[config.mk]
export PLATFORM = sky130hd
export DESIGN_NAME = uart_bus_responder
export DESIGN_NICKNAME = d
export VERILOG_FILES = /design/src/rtl/uart_bus_responder.sv
export SDC_FILE = /design/constraint.sdc
export NUM_CORES = 1
export LEC_CHECK = 0
export ABC_AREA = 1
export BUFFER_PORTS_ARGS = -buffer_cell sky130_fd_sc_hd__buf_2
export CAP_MARGIN = 40
export CORE_MARGIN = 5
export CORE_UTILIZATION = 51
export CTS_CLUSTER_DIAMETER = 80
export DETAILED_ROUTE_END_ITERATION = 6
export GPL_ROUTABILITY_DRIVEN = 0
export PLACE_DENSITY = 0.75
export SLEW_MARGIN = 40
export SYNTH_ARGS = -nofsm -noshare
export SYNTH_HDL_FRONTEND = slang
export SYNTH_SLANG_ARGS = --single-unit
[constraint.sdc]
create_clock -name clock -period 2.05 [get_ports clock]
set_clock_uncertainty 0.1 [all_clocks]
set_input_delay 0.41 -clock clock [delete_from_list [all_inputs] [get_ports clock]]
set_output_delay 0.41 -clock clock [all_outputs]
set_load 0.05 [all_outputs]
[src/rtl/uart_bus_responder.sv]
// uart_bus_responder
//   Register-bus side of the UART. It answers the active-low cs/rd/wr byte
//   bus, owns the control/status register, buffers received bytes in a small
//   FIFO, holds the byte offered to the serializer, and drives the level
//   interrupt together with its cause id.
//
// Ports
//   clock, reset        system clock; asynchronous active-high reset
//   cs, rd, wr          chip select / read / write strobes, active low
//   addr, in_data       register address and write data
//   out_data            registered read data
//   irq, irq_id         registered level interrupt and cause (001 RX, 010 TX)
//   rx_data, rx_valid   byte from the deserializer, one-cycle valid pulse
//   tx_data, tx_valid   byte offered to the serializer
//   tx_ready            serializer can take a byte this cycle
module uart_bus_responder #(
  parameter int RX_DEPTH = 4,
  parameter int RX_AW    = 2
) (
  input  logic       clock,
  input  logic       reset,
  input  logic       cs,
  input  logic       rd,
  input  logic       wr,
  input  logic [2:0] addr,
  input  logic [7:0] in_data,
  output logic [7:0] out_data,
  output logic       irq,
  output logic [2:0] irq_id,
  input  logic [7:0] rx_data,
  input  logic       rx_valid,
  output logic [7:0] tx_data,
  output logic       tx_valid,
  input  logic       tx_ready
);

  localparam logic [RX_AW:0]   FULL_COUNT = (RX_AW + 1)'(RX_DEPTH);
  localparam logic [RX_AW:0]   COUNT_ONE  = (RX_AW + 1)'(1);
  localparam logic [RX_AW-1:0] PTR_ONE    = RX_AW'(1);

  typedef enum logic [1:0] {
    BUS_IDLE,
    BUS_ACCESS,
    BUS_HOLD
  } bus_state_t;

  bus_state_t state_reg, state_next;

  // Access latched on the strobe edge and performed one cycle later.
  logic       acc_write_reg;
  logic [2:0] acc_addr_reg;
  logic [7:0] acc_wdata_reg;

  logic       irq_rx_en_reg, irq_tx_en_reg;
  logic       rx_overrun_reg, tx_overrun_reg;

  logic [7:0]       rx_mem [RX_DEPTH];
  logic [RX_AW-1:0] rd_ptr_reg, wr_ptr_reg;
  logic [RX_AW:0]   count_reg;

  logic strobe, capture, access;
  logic wr_ctrl, wr_tx, rd_ctrl, rd_rx;
  logic rx_avail, rx_full, pop, push, rx_drop;
  logic [7:0] status;

  // rd and wr low together count as a write.
  assign strobe = !cs && (!rd || !wr);

  always_ff @(posedge clock or posedge reset) begin
    if (reset) state_reg <= BUS_IDLE;
    else       state_reg <= state_next;
  end

  always_comb begin
    state_next = state_reg;
    capture    = 1'b0;
    access     = 1'b0;
    case (state_reg)
      BUS_IDLE: begin
        if (strobe) begin
          capture    = 1'b1;
          state_next = BUS_ACCESS;
        end
      end
      BUS_ACCESS: begin
        access     = 1'b1;
        state_next = BUS_HOLD;
      end
      BUS_HOLD: begin
        // Stay here until the strobe goes away so a long strobe is one access.
        if (cs || (rd && wr)) state_next = BUS_IDLE;
      end
      default: state_next = BUS_IDLE;
    endcase
  end

  always_ff @(posedge clock or posedge reset) begin
    if (reset) begin
      acc_write_reg <= 1'b0;
      acc_addr_reg  <= 3'd0;
      acc_wdata_reg <= 8'd0;
    end else if (capture) begin
      acc_write_reg <= !wr;
      acc_addr_reg  <= addr;
      acc_wdata_reg <= in_data;
    end
  end

  assign wr_ctrl = access &&  acc_write_reg && (acc_addr_reg == 3'd0);
  assign wr_tx   = access &&  acc_write_reg && (acc_addr_reg == 3'd2);
  assign rd_ctrl = access && !acc_write_reg && (acc_addr_reg == 3'd0);
  assign rd_rx   = access && !acc_write_reg && (acc_addr_reg == 3'd1);

  assign rx_avail = (count_reg != '0);
  assign rx_full  = (count_reg == FULL_COUNT);
  assign pop      = rd_rx && rx_avail;
  // A pop on the same edge frees the slot, so a full FIFO still accepts.
  assign push     = rx_valid && (!rx_full || pop);
  assign rx_drop  = rx_valid && rx_full && !pop;

  assign status = {1'b0, tx_overrun_reg, !tx_ready, irq_tx_en_reg,
                   irq_rx_en_reg, rx_overrun_reg, !tx_valid, rx_avail};

  // FIFO storage: no reset so it maps onto plain RAM. When full with a
  // simultaneous pop, wr_ptr equals rd_ptr; the pop reads the old byte on
  // this edge before the new one lands.
  always_ff @(posedge clock) begin
    if (push) rx_mem[wr_ptr_reg] <= rx_data;
  end

  always_ff @(posedge clock or posedge reset) begin
    if (reset) begin
      rd_ptr_reg <= '0;
      wr_ptr_reg <= '0;
      count_reg  <= '0;
    end else begin
      if (push) wr_ptr_reg <= wr_ptr_reg + PTR_ONE;
      if (pop)  rd_ptr_reg <= rd_ptr_reg + PTR_ONE;
      case ({push, pop})
        2'b10:   count_reg <= count_reg + COUNT_ONE;
        2'b01:   count_reg <= count_reg - COUNT_ONE;
        default: count_reg <= count_reg;
      endcase
    end
  end

  always_ff @(posedge clock or posedge reset) begin
    if (reset) begin
      out_data <= 8'd0;
    end else if (access && !acc_write_reg) begin
      if (rd_ctrl)  out_data <= status;
      else if (pop) out_data <= rx_mem[rd_ptr_reg];
      else          out_data <= 8'd0;
    end
  end

  always_ff @(posedge clock or posedge reset) begin
    if (reset) begin
      irq_rx_en_reg  <= 1'b0;
      irq_tx_en_reg  <= 1'b0;
      rx_overrun_reg <= 1'b0;
      tx_overrun_reg <= 1'b0;
    end else begin
      if (wr_ctrl) begin
        irq_rx_en_reg <= acc_wdata_reg[3];
        irq_tx_en_reg <= acc_wdata_reg[4];
      end
      // Set beats write-1-to-clear on the same edge.
      if (rx_drop)                            rx_overrun_reg <= 1'b1;
      else if (wr_ctrl && acc_wdata_reg[2])   rx_overrun_reg <= 1'b0;
      if (wr_tx && tx_valid)                  tx_overrun_reg <= 1'b1;
      else if (wr_ctrl && acc_wdata_reg[6])   tx_overrun_reg <= 1'b0;
    end
  end

  // A write landing on the handoff edge still sees tx_valid=1 and is dropped.
  always_ff @(posedge clock or posedge reset) begin
    if (reset) begin
      tx_valid <= 1'b0;
      tx_data  <= 8'd0;
    end else if (wr_tx && !tx_valid) begin
      tx_valid <= 1'b1;
      tx_data  <= acc_wdata_reg;
    end else if (tx_valid && tx_ready) begin
      tx_valid <= 1'b0;
    end
  end

  always_ff @(posedge clock or posedge reset) begin
    if (reset) begin
      irq    <= 1'b0;
      irq_id <= 3'b000;
    end else begin
      irq <= (irq_rx_en_reg && rx_avail) || (irq_tx_en_reg && !tx_valid);
      if (irq_rx_en_reg && rx_avail)       irq_id <= 3'b001;
      else if (irq_tx_en_reg && !tx_valid) irq_id <= 3'b010;
      else                                 irq_id <= 3'b000;
    end
  end

endmodule

-- Word-level counts from Yosys, hierarchy flattened
Memory sizes are Yosys's and may differ from the RTL's.
Cells that the tools add are included.
- bits in registers: 46
- RAM bits: 32
- word-level logic and storage cells: 88
- memories: 1
- memory list (memory ; depth ; bits a word ; read ports ; clocked after memory_dff ; write ports ; line ; RTL):
    rx_mem ; 4 ; 8 ; 1 ; 0 ; 1 ; 57 ; logic [7:0] rx_mem [RX_DEPTH];
- $add $sub $neg: 4
- equal/unequal tests: 9
- mux-type cells: 19
- reductions and logical operators: 39
- operators with widths (kind ; number):
    logical AND 1 bit ; 19
    two-way mux 8 bit ; 2
    two-way mux 1 bit ; 11
    logical NOT 1 bit ; 8
    two-way mux 2 bit ; 4
    nonzero test 2 bit ; 4
    case mux 2 bit (3 select lines) ; 1
    case mux 3 bit (2 select lines) ; 1
    adder 2 x 1 -> 2 bit, second input constant ; 2
    == test 2 x 1 -> 1 bit, second input constant ; 2
    == test 2 bit, second input constant ; 2
    logical OR 1 bit ; 4
    != test 2 bit, second input constant ; 2
    adder 3 x 1 -> 3 bit, second input constant ; 1
    == test 3 x 1 -> 1 bit, second input constant ; 1
    == test 3 x 2 -> 1 bit, second input constant ; 1
    == test 3 bit, second input constant ; 1
    logical NOT 3 bit ; 1
    nonzero test 3 bit ; 1
    subtractor 3 x 1 -> 3 bit, second input constant ; 1
    logical NOT 2 bit ; 1
    AND reduction 2 bit ; 1

-- Logic depth before layout (Yosys ltp)
Gate-level depths: netlist (run 1).
- depth in word-level cells: 9
- depth in mapped cells: 12
- mapped depth without buffers: 12

-- Worst setup path before layout (run 1)
No wires, ideal clock.
- kind: reg-to-reg
- start point: reg state_reg[1]
- end point: reg count_reg[2]
- setup time: 131 ps
- data arrival time: 1834 ps
- data required time: 1819 ps
- setup slack: -15 ps
- cell stages (with the launch flop): 12
- buffers on the path: 0
- clock period less this slack: 2065 ps
- cells stage by stage: dfrtp_1 inv_2 nand2_1 nor2_2 nand2_2 nor2_4 ha_1 inv_1 fa_1 a21oi_1 o21ai_0 xor2_1
- word-level cells in the longest chain between the ends: 9
- elaborated cells on any way between the ends: 11
- ends and longest elaborated chain (item ; line ; RTL):
    start, declared ; 47 ; bus_state_t state_reg, state_next;
    start signal, assigned ; 71 ; else state_reg <= state_next;
    == test 2 x 1 -> 1 bit (*) ; 78 ; case (state_reg)
    two-way mux 1 bit (*) ; 78 ;
    logical AND 1 bit (*) (2 in a row) ; 112 ; assign rd_rx = access && !acc_write_reg && (acc_addr_reg == 3'd1);
    logical AND 1 bit (*) ; 116 ; assign pop = rd_rx && rx_avail;
    net pop ; 63 ; logic rx_avail, rx_full, pop, push, rx_drop;
    logical OR 1 bit ; 118 ; assign push = rx_valid && (!rx_full || pop);
    logical AND 1 bit ; 118 ;
    == test 2 x 1 -> 1 bit / == test 2 bit (equally long branches) ; 139 ; case ({push, pop})
    case mux 3 bit (2 select lines) / nonzero test 2 bit (equally long branches) ; - ;
    end signal, assigned ; 140 ; 2'b10: count_reg <= count_reg + COUNT_ONE;
    end signal, assigned ; 141 ; 2'b01: count_reg <= count_reg - COUNT_ONE;
    end signal, assigned ; 142 ; default: count_reg <= count_reg;
    end, declared ; 59 ; logic [RX_AW:0] count_reg;
The timed path passes the listed nets; every way through them passes the cells marked *.
A chain may end at the register's enable or synchronous reset.

-- Worst setup path after layout (run 1)
- start point: reg acc_addr_reg[1]
- end point: reg count_reg[2]
- word-level cells in the longest chain between the ends: 7
- elaborated cells on any way between the ends: 9
- ends and longest elaborated chain (item ; line ; RTL):
    start, declared ; 51 ; logic [2:0] acc_addr_reg;
    start signal, assigned ; 104 ; acc_addr_reg <= addr;
    == test 3 x 1 -> 1 bit (*) ; 112 ;
    logical AND 1 bit (*) ; 112 ;
    logical AND 1 bit (*) ; 116 ;
    net pop ; 63 ;
    logical OR 1 bit ; 118 ;
    logical AND 1 bit ; 118 ;
    == test 2 x 1 -> 1 bit / == test 2 bit (equally long branches) ; 139 ;
    case mux 3 bit (2 select lines) / nonzero test 2 bit (equally long branches) ; - ;
Marked as above.

==> run summary, run 1 <==
Status: completed
Routing usage on met1: 21.6%
Vias: 2,230
Die area: 8000 um2
Kind of critical path: reg2reg
IO buf count: 45
Synthesized net count: 342
Startpoint Class: register
Share of the synthesized area in the top cell type: 35.0%
Setup_tns: 0 ns
Yosys warning count: 0
Drt first pass iters: 4
Antenna violations before repair: 0
Final setup viols: 0
Top reg by flops: rx_mem
Synth cell types: 25
EDFF count, synth: 32
Vias in the first global route: 2,083
Worst-case clock buffer depth: 2
Number of flip-flops in the largest register: 32
Core ar.: 6240 um2
Ys async rst share: 58.4%
RSZ-0062 raised after global routing: true
Pin count of the biggest net entering global routing: 46
Design Area, Final: 3890 um2
Share of cells above drive strength 1: 28.0%
Final Critical Period: 1.98 ns
Hold Vio Cnt, Final: 0
Via density: 4.89
First DRT Iteration DRCs: 124
Yosys reg bits: 77
Hold_buf cts: 0
Mapped Cells: 310
Cell Rows: 29
Max-capacitance violation count: 0
Chip Width: 89.4 um
Met2 Use GR: 25.6%
Io pins: 47
Worst-Margin Slew: 0.557 ns
Worst-path fanout max: 3
Total track usage: 16.3%
Most frequent cell after synthesis: nand2_1
Dominant synthesized flop cell: dfrtp_1
Area Overhead vs Synth: 20.9%
Clock Tree Root: clkbuf_8
Antenna cell count: 0
WL final: 6.16 mm
Congestion Overflow GR: 0
# nets final: 406
Peak supply drop: 0.000825 V
DP HPWL: 4.22 mm
GR Layer Usage met3: 3.59%
Sequential element share of the synthesized area: 64.9%
WL per Instance: 13.5 um
# clock sinks: 77
CTS tree: built
Syn Area/Cell: 10.4 um2
Number of buffers created by CTS: 9
Cell Pwr Density: 1410 nW/um2
Crit. End Element: register
Util after Layout: 62.3%
Hold WC Path Type: in2async
Pre-CTS WS: -0.0128 ns
Mapped cell area: 3220 um2
DR DRC count: 0
Fin. max-slew vios: 0
First-pass GRT wire length: 9.62 mm
Antenna Nets Post-Route: 0
Placement Cell Area: 3580 um2
Clk slew on worst S/H paths: 0.08 ns
Req. time, crit path: 2.18 ns
H-tree depth: 3
Tcrit/Tclk final: 96.4%
Leak: 1.82 nW
Worst slew margin: 62.9%
GRT busiest layer: met2
Highest Clock Rate: 506 MHz
Cell taking the most area after synthesis: dfrtp_1
Die H: 89.4 um
Worst-Skew Late Latency: 0.35 ns
PnR worst setup slack: 0.0739 ns
Synth top area cells: dfrtp_1 35%, edfxtp_1 30%, nand2_1 11%
Starting Density: 51.6%
Synth cell count leaders: 98 x nand2_1, 45 x dfrtp_1, 32 x edfxtp_1
Arrival time worst endpoint: 2.10 ns
## kinds of logic (layout without fill, tap and decap cells)
family	count (synthesis)	count (layout)	synth area share (%)
fa+ha+maj	6	6	2.57
buf+inv	38	107	5.40
compound gates	40	40	7.04
simple gates	144	144	18.9
other cells	1	1	0.117
xor+xnor	4	4	1.09
flops	77	77	64.9
## report_power, final
part / total (mW) / switching (mW) / internal (mW)
sequential: 2.28 / 0.239 / 2.05
clock: 1.28 / 0.565 / 0.717
combinational: 1.93 / 1.34 / 0.586
total: 5.49 / 2.14 / 3.35
## path summary, 6_finish.rpt
kind / startpoint / to / slack (ns) / cells past startpoint
min in group clock: in_data[1] / acc_wdata_reg[1] / 0.16 / 3
hold / removal: reset / count_reg[2] / 0.09 / 3
setup reg to reg: acc_addr_reg[1] / count_reg[2] / 0.07 / 11
max in group asynchronous: reset / rd_ptr_reg[0] / 1.38 / 3
setup / recovery: acc_addr_reg[1] / count_reg[2] / 0.07 / 11
hold reg to reg: tx_overrun_reg / tx_overrun_reg / 0.38 / 2
## cells in the final DEF, fill, tap and decap left out, drive strengths merged
cell type and instances:
a21oi 3, buf 61, bufinv 1, clkbuf 11
clkinv 1, clkinvlp 1, conb 1, dfrtp 45
edfxtp 32, fa 1, ha 5, inv 32
nand2 102, nand3 20, nor2 21, nor3 1
o21ai 37, xnor2 2, xor2 2
## repair_timing
item                                    4_1_cts  5_1_grt
endpoints found under the setup margin        1        2
pin swaps                                     1        4
buffers inserted                              0        4
gates resized for setup                       2        6
## through the flow
stage / power, mW / hold slack [ns] / std cells
6_report: 5.49 / 0.0937 / 456
5_1_grt: 5.83 / 0.160 / 456
4_1_cts: 5.47 / 0.107 / 452
3_5_place_dp: 4.17 / 0.363 / 436
3_3_place_gp: 4.11 / 0.356 / 436
2_1_floorplan: 3.65 / 0.342 / 310
## per-layer routing
metal  share of wire, %  vias up
met5                  0        -
li1                   -     1126
met2                 50       38
met1                 45     1052
met4                2.4        0
met3                3.4       14
## layout make-up
class                           count  area (um2)
Fill cell                         488        2350
Sequential cell                    77        2090
Multi-Input combinational cell    195        1010
Timing Repair Buffer               61         345
Clock buffer                       11         174
Inverter                           30         115
Tap cell                           77        96.3
Clock inverter                      5        61.3
## critical path, cell delays in order (launching register included)
cell	delay [ns]
dfrtp_1	0.38
inv_1	0.09
nand2_1	0.09
nor2_4	0.13
nand2_4	0.08
nor2_4	0.11
ha_4	0.14
inv_2	0.04
fa_2	0.34
a21oi_2	0.13
o21ai_1	0.08
xor2_1	0.14
(Power assumes the default switching activity.)
==> run 2, diff against run 1 <==
--- a/config.mk
+++ b/config.mk
@@ -9,11 +9,12 @@
 export BUFFER_PORTS_ARGS = -buffer_cell sky130_fd_sc_hd__buf_2
 export CAP_MARGIN = 40
 export CORE_MARGIN = 5
-export CORE_UTILIZATION = 51
+export CORE_UTILIZATION = 53
+export CTS_BUF_LIST = sky130_fd_sc_hd__clkbuf_4
 export CTS_CLUSTER_DIAMETER = 80
 export DETAILED_ROUTE_END_ITERATION = 6
 export GPL_ROUTABILITY_DRIVEN = 0
-export PLACE_DENSITY = 0.75
+export PLACE_DENSITY = 0.78
 export SLEW_MARGIN = 40
 export SYNTH_ARGS = -nofsm -noshare
 export SYNTH_HDL_FRONTEND = slang
==> run 2 against run 1 <==
Effect of this change: count of clock-buffer cells in the layout decreased by 2; clock power decreased by 8%; largest cell class unchanged; hold slack got worse by 0.025 ns; sequential cell count unchanged; die area decreased by 3.4%; via count increased by 0.22%; register-to-register slack got worse by 0.05 ns; utilization increased by 2.3 points; critical path type unchanged; sequential power increased by 2%; setup slack got worse by 0.047 ns.
==> run summary, run 2 (synthesis results as in run 1) <==
Antenna violations before repair: 0
Peak supply drop: 0.000901 V
Starting Density: 54.4%
Core ar.: 5920 um2
Design Area, Final: 3830 um2
Reg2reg setup slack: 0.03 ns
# nets final: 405
Vias in the first global route: 2,106
Share of cells above drive strength 1: 27.2%
Pre-CTS WS: 0.00512 ns
Fillers: 479
Startpoint Class: register
CP Launch Point: acc_addr_reg[1]
Arrival time worst endpoint: 2.25 ns
Status: completed
Hold WC Path Type: in2reg
Req. time, crit path: 2.28 ns
Area Overhead vs Synth: 18.9%
Leak: 1.79 nW
CP Cell Sequence: inv_1, nand2_2, nor2_4, nand2_4, nor2_4, ha_4, inv_2, fa_2, a21oi_2, o21ai_1, xor2_1
Top reg by flops: rx_mem
Worst-Margin Slew: 0.555 ns
Worst-Skew Late Latency: 0.43 ns
Placement Cell Area: 3570 um2
Worst slew margin: 63.0%
R2r worst-path depth: 11
Final Critical Period: 2.02 ns
Power Total: 5.37 mW
DR DRC count: 0
Final setup viols: 0
Setup_tns: 0 ns
Worst r2r src: acc_addr_reg[1]
Vias: 2,235
Crit. End Element: register
WL per Instance: 13.6 um
Tcrit/Tclk final: 98.7%
Commonest non-fill, non-tap cell in the layout: nand2_1
Antenna Nets Post-Route: 0
PnR worst setup slack: 0.0269 ns
Hold Vio Cnt, Final: 0
Pin count of the biggest net entering global routing: 46
RR Endpoint: count_reg[2]
Max-capacitance violation count: 0
Finished Layout Cells: 453
Congestion Overflow GR: 0
Cell Rows: 28
# clock sinks: 77
Most frequent cells in the layout: 96 x nand2_1, 45 x dfrtp_1, 45 x buf_2
Cell Pwr Density: 1400 nW/um2
WL final: 6.18 mm
Util after Layout: 64.6%
Critical path's most frequent cell: nor2_4
Critical-path top delay cell: dfrtp_1
Total track usage: 16.8%
Clk slew on worst S/H paths: 0.13 ns
Die H: 87.9 um
Drt first pass iters: 4
Hold Path End: acc_wdata_reg[7]
Number of buffers created by CTS: 9
Hold Path Cell Cnt: 3
Number of flip-flops in the largest register: 32
Fin Hold WS: 0.0688 ns
Chip Width: 87.9 um
Die area: 7730 um2
DP HPWL: 4.27 mm
Io pins: 47
H-tree depth: 3
CP Buf/Inv Count: 2
Placed cell count: 432
Worst-case clock buffer depth: 2
CP top delay family: adder cells
Crit-path max cell delay: 0.41 ns
Via density: 4.93
First DRT Iteration DRCs: 146
Antenna cell count: 0
Hold path start: in_data[7]
Worst-path fanout max: 3
Clock Tree Root: clkbuf_4
Kind of critical path: reg2reg
IO buf count: 45
CTS tree: built
Fin. max-slew vios: 0
First-pass GRT wire length: 9.69 mm
Highest Clock Rate: 494 MHz
## run 2: cell types whose count changed in the layout (fill, tap and decap cells not counted), moves of 2 or more
cell | previous run | this run
buf_4 | 16 | 14
bufinv_16 | 1 | 3
clkbuf_16 | 2 | 0
clkbuf_4 | 0 | 9
clkbuf_8 | 9 | 0
nand2_2 | 3 | 5
## run 2: area by class of cell
cell class	instances	area (um2)	area share, %
flip-flops and latches	77	2090	54.5
multi-input cells	195	1000	26.2
repair buffers	60	340	8.89
clock inverters	7	120	3.14
inverters	30	115	3.01
well taps	75	93.8	2.45
clock buffers	9	67.6	1.77
## run 2: what timing repair did
action,CTS,global route
gates resized for setup,1,7
pin swaps,0,3
hold endpoints to repair,8,0
buffers inserted,1,3
hold buffers,1,0
setup endpoints to repair,2,2
cloned,0,0
## run 2: worst max path at each step
stage / to / slack, ns / cells past startpoint
after global routing: count_reg[1] / -0.05 / 10
after floorplan: count_reg[2] / 0.02 / 11
after global placement: count_reg[2] / 0.05 / 11
final: count_reg[2] / 0.03 / 11
after detailed placement: count_reg[2] / 0.005 / 11
after CTS: count_reg[2] / 0.0003 / 11
## run 2: metal layers
layer  vias to the layer above  GRT usage, %  share of wire, %
met2                        59          27.1                50
met1                      1034          21.6                42
met5                         -             0                 0
met3                        13          3.29               5.5
met4                         0          8.79               2.0
li1                       1129             -                 -
## run 2: worst min-delay path, stage by stage
cell and delay [ns]:
buf_2 0.07, nand2_1 0.04, nand2_1 0.04
## run 2: report_power, final
part           switching, mW  leakage, nW  total [mW]  internal, mW
clock                  0.552        0.101        1.18         0.625
sequential             0.276        0.865        2.32          2.04
combinational           1.30        0.825        1.88         0.574
